### config.mk
export PLATFORM = sky130hd
export DESIGN_NAME = game_score_keeper
export DESIGN_NICKNAME = d
export VERILOG_FILES = /design/src/rtl/game_pkg.sv /design/src/rtl/combo_tracker.sv /design/src/rtl/game_score_keeper.sv
export SDC_FILE = /design/constraint.sdc
export NUM_CORES = 1
export LEC_CHECK = 0
export ABC_AREA = 1
export CELL_PAD_IN_SITES_DETAIL_PLACEMENT = 2
export CELL_PAD_IN_SITES_GLOBAL_PLACEMENT = 2
export CORE_ASPECT_RATIO = 0.6
export CORE_MARGIN = 2
export CORE_UTILIZATION = 32
export DETAILED_ROUTE_END_ITERATION = 16
export GPL_TIMING_DRIVEN = 0
export PLACE_DENSITY_LB_ADDON = 0.1
export SLEW_MARGIN = 20
export SYNTH_ARGS = -nofsm -noshare
export SYNTH_HDL_FRONTEND = slang
export SYNTH_SLANG_ARGS = --single-unit
### constraint.sdc
create_clock -name clk -period 5.5 [get_ports clk]
set_input_delay 1.1 -clock clk [delete_from_list [all_inputs] [get_ports clk]]
set_output_delay 1.1 -clock clk [all_outputs]
set_load 0.1 [all_outputs]
### src/rtl/game_pkg.sv
// rtl/game_pkg.sv - shared widths, game phase enum and combo helper for the score keeper
package game_pkg;

  localparam int SCORE_W   = 10;
  localparam int COMBO_MAX = 3;
  localparam int POINTS_W  = 4;
  localparam int LVL_W     = 2;
  localparam int AWARD_W   = 6;

  typedef enum logic [1:0] {
    ST_IDLE = 2'd0,
    ST_PLAY = 2'd1,
    ST_OVER = 2'd2
  } game_state_t;

  function automatic logic [LVL_W-1:0] bump_level(input logic [LVL_W-1:0] lvl);
    return (lvl == LVL_W'(COMBO_MAX)) ? lvl : lvl + LVL_W'(1);
  endfunction

endpackage

### src/rtl/combo_tracker.sv
// rtl/combo_tracker.sv - combo window timer, hit history flag and combo level register
module combo_tracker
  import game_pkg::*;
#(
  parameter int COMBO_WINDOW = 25_000_000
) (
  input  logic             clk,
  input  logic             rst,
  input  logic             hit_accept,
  input  logic             miss,
  input  logic             clear,
  output logic [LVL_W-1:0] combo_lvl,
  output logic [LVL_W-1:0] hit_lvl
);

  localparam int TMR_W = (COMBO_WINDOW < 1) ? 1 : $clog2(COMBO_WINDOW + 1);
  localparam logic [TMR_W-1:0] WINDOW = TMR_W'(COMBO_WINDOW);

  logic [TMR_W-1:0] timer;
  logic [TMR_W-1:0] timer_inc;
  logic             hist_valid;
  logic             in_window;

  assign in_window = hist_valid && (timer < WINDOW);
  // Level the hit being accepted this cycle earns; the top scales the award with it.
  assign hit_lvl   = in_window ? bump_level(combo_lvl) : '0;
  assign timer_inc = (timer == WINDOW) ? WINDOW : timer + TMR_W'(1);

  always_ff @(posedge clk or posedge rst) begin
    if (rst) begin
      timer      <= WINDOW;
      hist_valid <= 1'b0;
      combo_lvl  <= '0;
    end else if (clear) begin
      timer      <= '0;
      hist_valid <= 1'b0;
      combo_lvl  <= '0;
    end else if (hit_accept) begin
      timer      <= '0;
      hist_valid <= 1'b1;
      combo_lvl  <= hit_lvl;
    end else begin
      timer <= timer_inc;
      if (miss) begin
        hist_valid <= 1'b0;
      end
      // The level drops on the very cycle the timer lands on the window limit.
      if (miss || (timer_inc == WINDOW)) begin
        combo_lvl <= '0;
      end
    end
  end

endmodule

### src/rtl/game_score_keeper.sv
// rtl/game_score_keeper.sv - game phase FSM, clamped score accumulator and session high score
module game_score_keeper
  import game_pkg::*;
#(
  parameter int CLK_FREQ     = 50_000_000,
  parameter int COMBO_WINDOW = CLK_FREQ / 2,
  parameter int SCORE_MAX    = 999
) (
  input  logic                clk,
  input  logic                rst,
  input  logic                start,
  input  logic                game_over,
  input  logic                hit_valid,
  input  logic [POINTS_W-1:0] hit_points,
  output logic                hit_ready,
  input  logic                miss,
  output logic [SCORE_W-1:0]  game_score,
  output logic [SCORE_W-1:0]  high_score,
  output logic [LVL_W-1:0]    combo_lvl,
  output logic                playing,
  output logic                new_record
);

  localparam int SUM_W = SCORE_W + 1;
  localparam logic [SUM_W-1:0] MAX_EXT = SUM_W'(SCORE_MAX);

  game_state_t state_q, state_d;

  logic               hit_accept;
  logic               miss_accept;
  logic               end_game;
  logic [LVL_W-1:0]   hit_lvl;
  logic [AWARD_W-1:0] award;
  logic [SUM_W-1:0]   sum;
  logic [SCORE_W-1:0] score_hit;

  always_ff @(posedge clk or posedge rst) begin
    if (rst) begin
      state_q <= ST_IDLE;
    end else begin
      state_q <= state_d;
    end
  end

  always_comb begin
    state_d = state_q;
    case (state_q)
      ST_IDLE: if (start) state_d = ST_PLAY;
      ST_PLAY: begin
        if (start) begin
          state_d = ST_PLAY;
        end else if (game_over) begin
          state_d = ST_OVER;
        end
      end
      ST_OVER: if (start) state_d = ST_PLAY;
      default: state_d = ST_IDLE;
    endcase
  end

  assign playing   = (state_q == ST_PLAY);
  assign hit_ready = playing;

  // start beats game_over, game_over beats hits/misses, a hit beats a miss.
  assign end_game    = playing && game_over && !start;
  assign hit_accept  = playing && hit_valid && !start && !game_over;
  assign miss_accept = playing && miss && !hit_valid && !start && !game_over;

  combo_tracker #(
    .COMBO_WINDOW(COMBO_WINDOW)
  ) u_combo (
    .clk       (clk),
    .rst       (rst),
    .hit_accept(hit_accept),
    .miss      (miss_accept),
    .clear     (start),
    .combo_lvl (combo_lvl),
    .hit_lvl   (hit_lvl)
  );

  assign award     = AWARD_W'(hit_points) * (AWARD_W'(hit_lvl) + AWARD_W'(1));
  assign sum       = {1'b0, game_score} + SUM_W'(award);
  assign score_hit = (sum > MAX_EXT) ? MAX_EXT[SCORE_W-1:0] : sum[SCORE_W-1:0];

  always_ff @(posedge clk or posedge rst) begin
    if (rst) begin
      game_score <= '0;
    end else if (start) begin
      game_score <= '0;
    end else if (hit_accept) begin
      game_score <= score_hit;
    end else if (miss_accept && (game_score != '0)) begin
      game_score <= game_score - SCORE_W'(1);
    end
  end

  always_ff @(posedge clk or posedge rst) begin
    if (rst) begin
      high_score <= '0;
      new_record <= 1'b0;
    end else begin
      new_record <= 1'b0;
      if (end_game && (game_score > high_score)) begin
        high_score <= game_score;
        new_record <= 1'b1;
      end
    end
  end

endmodule

==> flow_metrics.tcl <==
set metrics [dict create \
    ys_seq_elements 51 \
    finalSetupViolCount 0 \
    yosysTopAreaCell "dfrtp_1" \
    dpl.cell_count 801 \
    sequentialPowerShare 0.278 \
    grt_pass1_vias 4435 \
    p_leak_nw 2.22 \
    die_w_microns 148 \
    finalCriticalPeriod_ns 5.04 \
    finalSetupTns_ns 0 \
    drc 0 \
    clock_skew_ns 0.0125 \
    yosys.area.top_type_share 0.245 \
    rsz0062_at_grt "no" \
    critPathRequiredTime_ns 5.73 \
    start_kind "register" \
    routed_wl_mm 15.1 \
    path_class "reg -> reg" \
    core_sq_mm 0.0121 \
    tightest_slew_ns 0.987 \
    synthesis.nets 642 \
    yosys-top-cells-count "nand2_1 (205), inv_1 (82), nor2_1 (75), dfrtp_1 (39), nand3_1 (33)" \
    cpPeakStageDelay_ns 0.57 \
    synth_area_sq_mm 0.00398 \
    crit_path_max_fanout 6 \
    ant_nets 0 \
    place.gp.congestion 0.835 \
    slew_headroom 0.340 \
    area_delta_synth_final_pct 18.7 \
    ys_seq_area_frac 0.324 \
    antenna_found_initial 0 \
    synthCells 602 \
    vias 4115 \
    fp.dieArea_sq_mm 0.0134 \
    numCtsBuffers 5 \
    initial_utilization 0.329 \
    fmax_mhz 198 \
    pre_cts_ws_ns 0.153 \
    clockBufferDepth 2 \
    grt_pass1_wl_mm 24.6 \
    via_per_inst 5.07 \
    p_switching_w 0.000965 \
    drtIter0Drc 144 \
    synthArstFlopShare 1.00 \
    hpwl_mm 12.3 \
    row_count 31 \
    cp-end-kind "register" \
    fin_ws_ns 0.462 \
    wl_per_cell_microns 18.6 \
    drv_cap 0 \
    pwr-share-clk 0.199 \
    pwr_density_cell_mw_per_mm2 395 \
    cts.sinks 51 \
    synth_warnings 0 \
    holdWs_ns 0.469 \
    drive_gt1_frac 0.0681 \
    comb_power_share 0.523 \
    synth_cell_types 37 \
    post-route-period-util 0.916 \
    synth_most_common_cell "nand2_1" \
    critical_path.slowest_cell "dfstp_2" \
    status "finished, final reports clean" \
    total_power_w 0.00187 \
    cts_root_buffer "clkbuf_16" \
    grtUsageTotal 0.237 \
    fin_nets 685 \
    antenna_cells 0 \
    ys_top_cells_by_area "dfrtp_1 (24%), nand2_1 (19%), ha_1 (8.2%), dfstp_2 (7.9%), inv_1 (7.7%)" \
    hold_viol_final 0 \
    clock_latency_ns 0.30 \
    syn-mean-instance-area_sq_um 6.62 \
    tritoncts "done" \
    fin_cells 811 \
    r2r_setup_slack_ns 0.46 \
    critPathArrivalTime_ns 5.26 \
    vdd_drop_max_uv 238 \
    drtPass1Iterations 5 \
    swShare 0.517 \
    synth_edf_count 0 \
    p_int_w 0.000900 \
    report.final.slew_viol_count 0 \
    holdCritPathClass "reg -> reg" \
    ys_dominant_reg_cell "dfrtp_1" \
    grt_max_degree 52 \
    grt-ovfl-total 0 \
    htreeDepth 2 \
    pin_count 35 \
    die_y_microns 90.4 \
    path_clk_slew_ns 0.08 \
    critPathMostFrequentCell "nand2_1" \
    port_buffers 34 \
    ctsHoldBuffers 0 \
]
-- cell families after synthesis --
logic type / after synthesis / share of synthesized area
flops: 51 / 0.324
simple gates: 343 / 0.355
xor+xnor: 13 / 0.0286
buf+inv: 92 / 0.0886
fa+ha+maj: 30 / 0.102
compound gates: 73 / 0.102
-- worst paths after layout --
| path | startpoint | end | depth (start not counted) |
|---|---|---|---|
| min in group asynchronous | rst | u_combo.combo_lvl[1] | 2 |
| max in group asynchronous | rst | u_combo.timer[23] | 2 |
| worst max-delay path | u_combo.timer[13] | game_score[0] | 28 |
| worst max register to register | u_combo.timer[13] | game_score[0] | 28 |
| worst min-delay path | state_q[0] | state_q[1] | 1 |
| worst min register to register | state_q[0] | state_q[1] | 1 |
-- flip-flops by register name (all words and copies together), names as in the netlist --
signal	flops
u_combo.timer	25
game_score	10
high_score	10
state_q	2
u_combo.combo_lvl	2
new_record	1
u_combo.hist_valid	1
-- stage by stage --
step	util	instance area, sq um
after CTS	0.388	4700
after floorplan	-	3980
after global placement	0.374	4530
final	0.391	4730
after global routing	0.391	4730
after detailed placement	0.375	4530
-- cell type report --
class / instances / area (sq um)
buffer: 8 / 37.5
clock inverter: 2 / 37.5
clock buffer: 6 / 129
fill: 1489 / 7370
timing repair buffer: 36 / 355
sequential: 51 / 1290
multi-input combinational: 459 / 2350
tap: 165 / 206
inverter: 84 / 318
-- layout by cell type (no fill, tap or decap), types with 2 or more instances in the layout --
cell type        instances
nand2_1                204
inv_1                   81
nor2_1                  74
dfrtp_1                 39
clkdlybuf4s50_1         34
nand3_1                 32
a21oi_1                 30
o21ai_0                 27
ha_1                    26
dfstp_2                 12
nand4_1                 11
xor2_1                   8
nand2_2                  6
nor2_2                   6
xnor2_1                  5
clkbuf_16                5
fa_1                     4
buf_2                    3
clkbuf_1                 3
buf_4                    3
o21bai_1                 2
clkinv_1                 2
nand3b_1                 2
o21ai_1                  2
a21o_1                   2
nor3_1                   2
buf_1                    2
o2111ai_1                2
nor2_4                   2
-- what timing repair did --
| action | CTS | global route |
|---|---|---|
| setup endpoints to repair | 0 | 9 |
| resized for setup | 0 | 4 |
| setup buffers | 0 | 2 |
-- power groups by stage --
stage                     Sequential [W]  Clock, W  Combinational (W)
after floorplan                 0.000848         0           0.000369
after global placement          0.000520         0           0.000945
after detailed placement        0.000524         0           0.000973
after CTS                       0.000518  0.000381           0.000982
after global routing            0.000530  0.000399            0.00107
final                           0.000519  0.000371           0.000976
-- worst max-delay path: cells and delay by family (launching register included) --
kind            cells  cell delay [ns]
flops               1             0.57
buf+inv             4             0.31
xor+xnor            1             0.18
simple gates       14             1.47
fa+ha+maj           4             1.49
compound gates      5             0.93
-- per-layer routing --
metal  part of all wire  global-route usage
met4             0.0049              0.0262
met1               0.56               0.384
met3              0.042              0.0359
met2               0.39               0.335
met5                  0                   0
(Power assumes the default switching activity.)
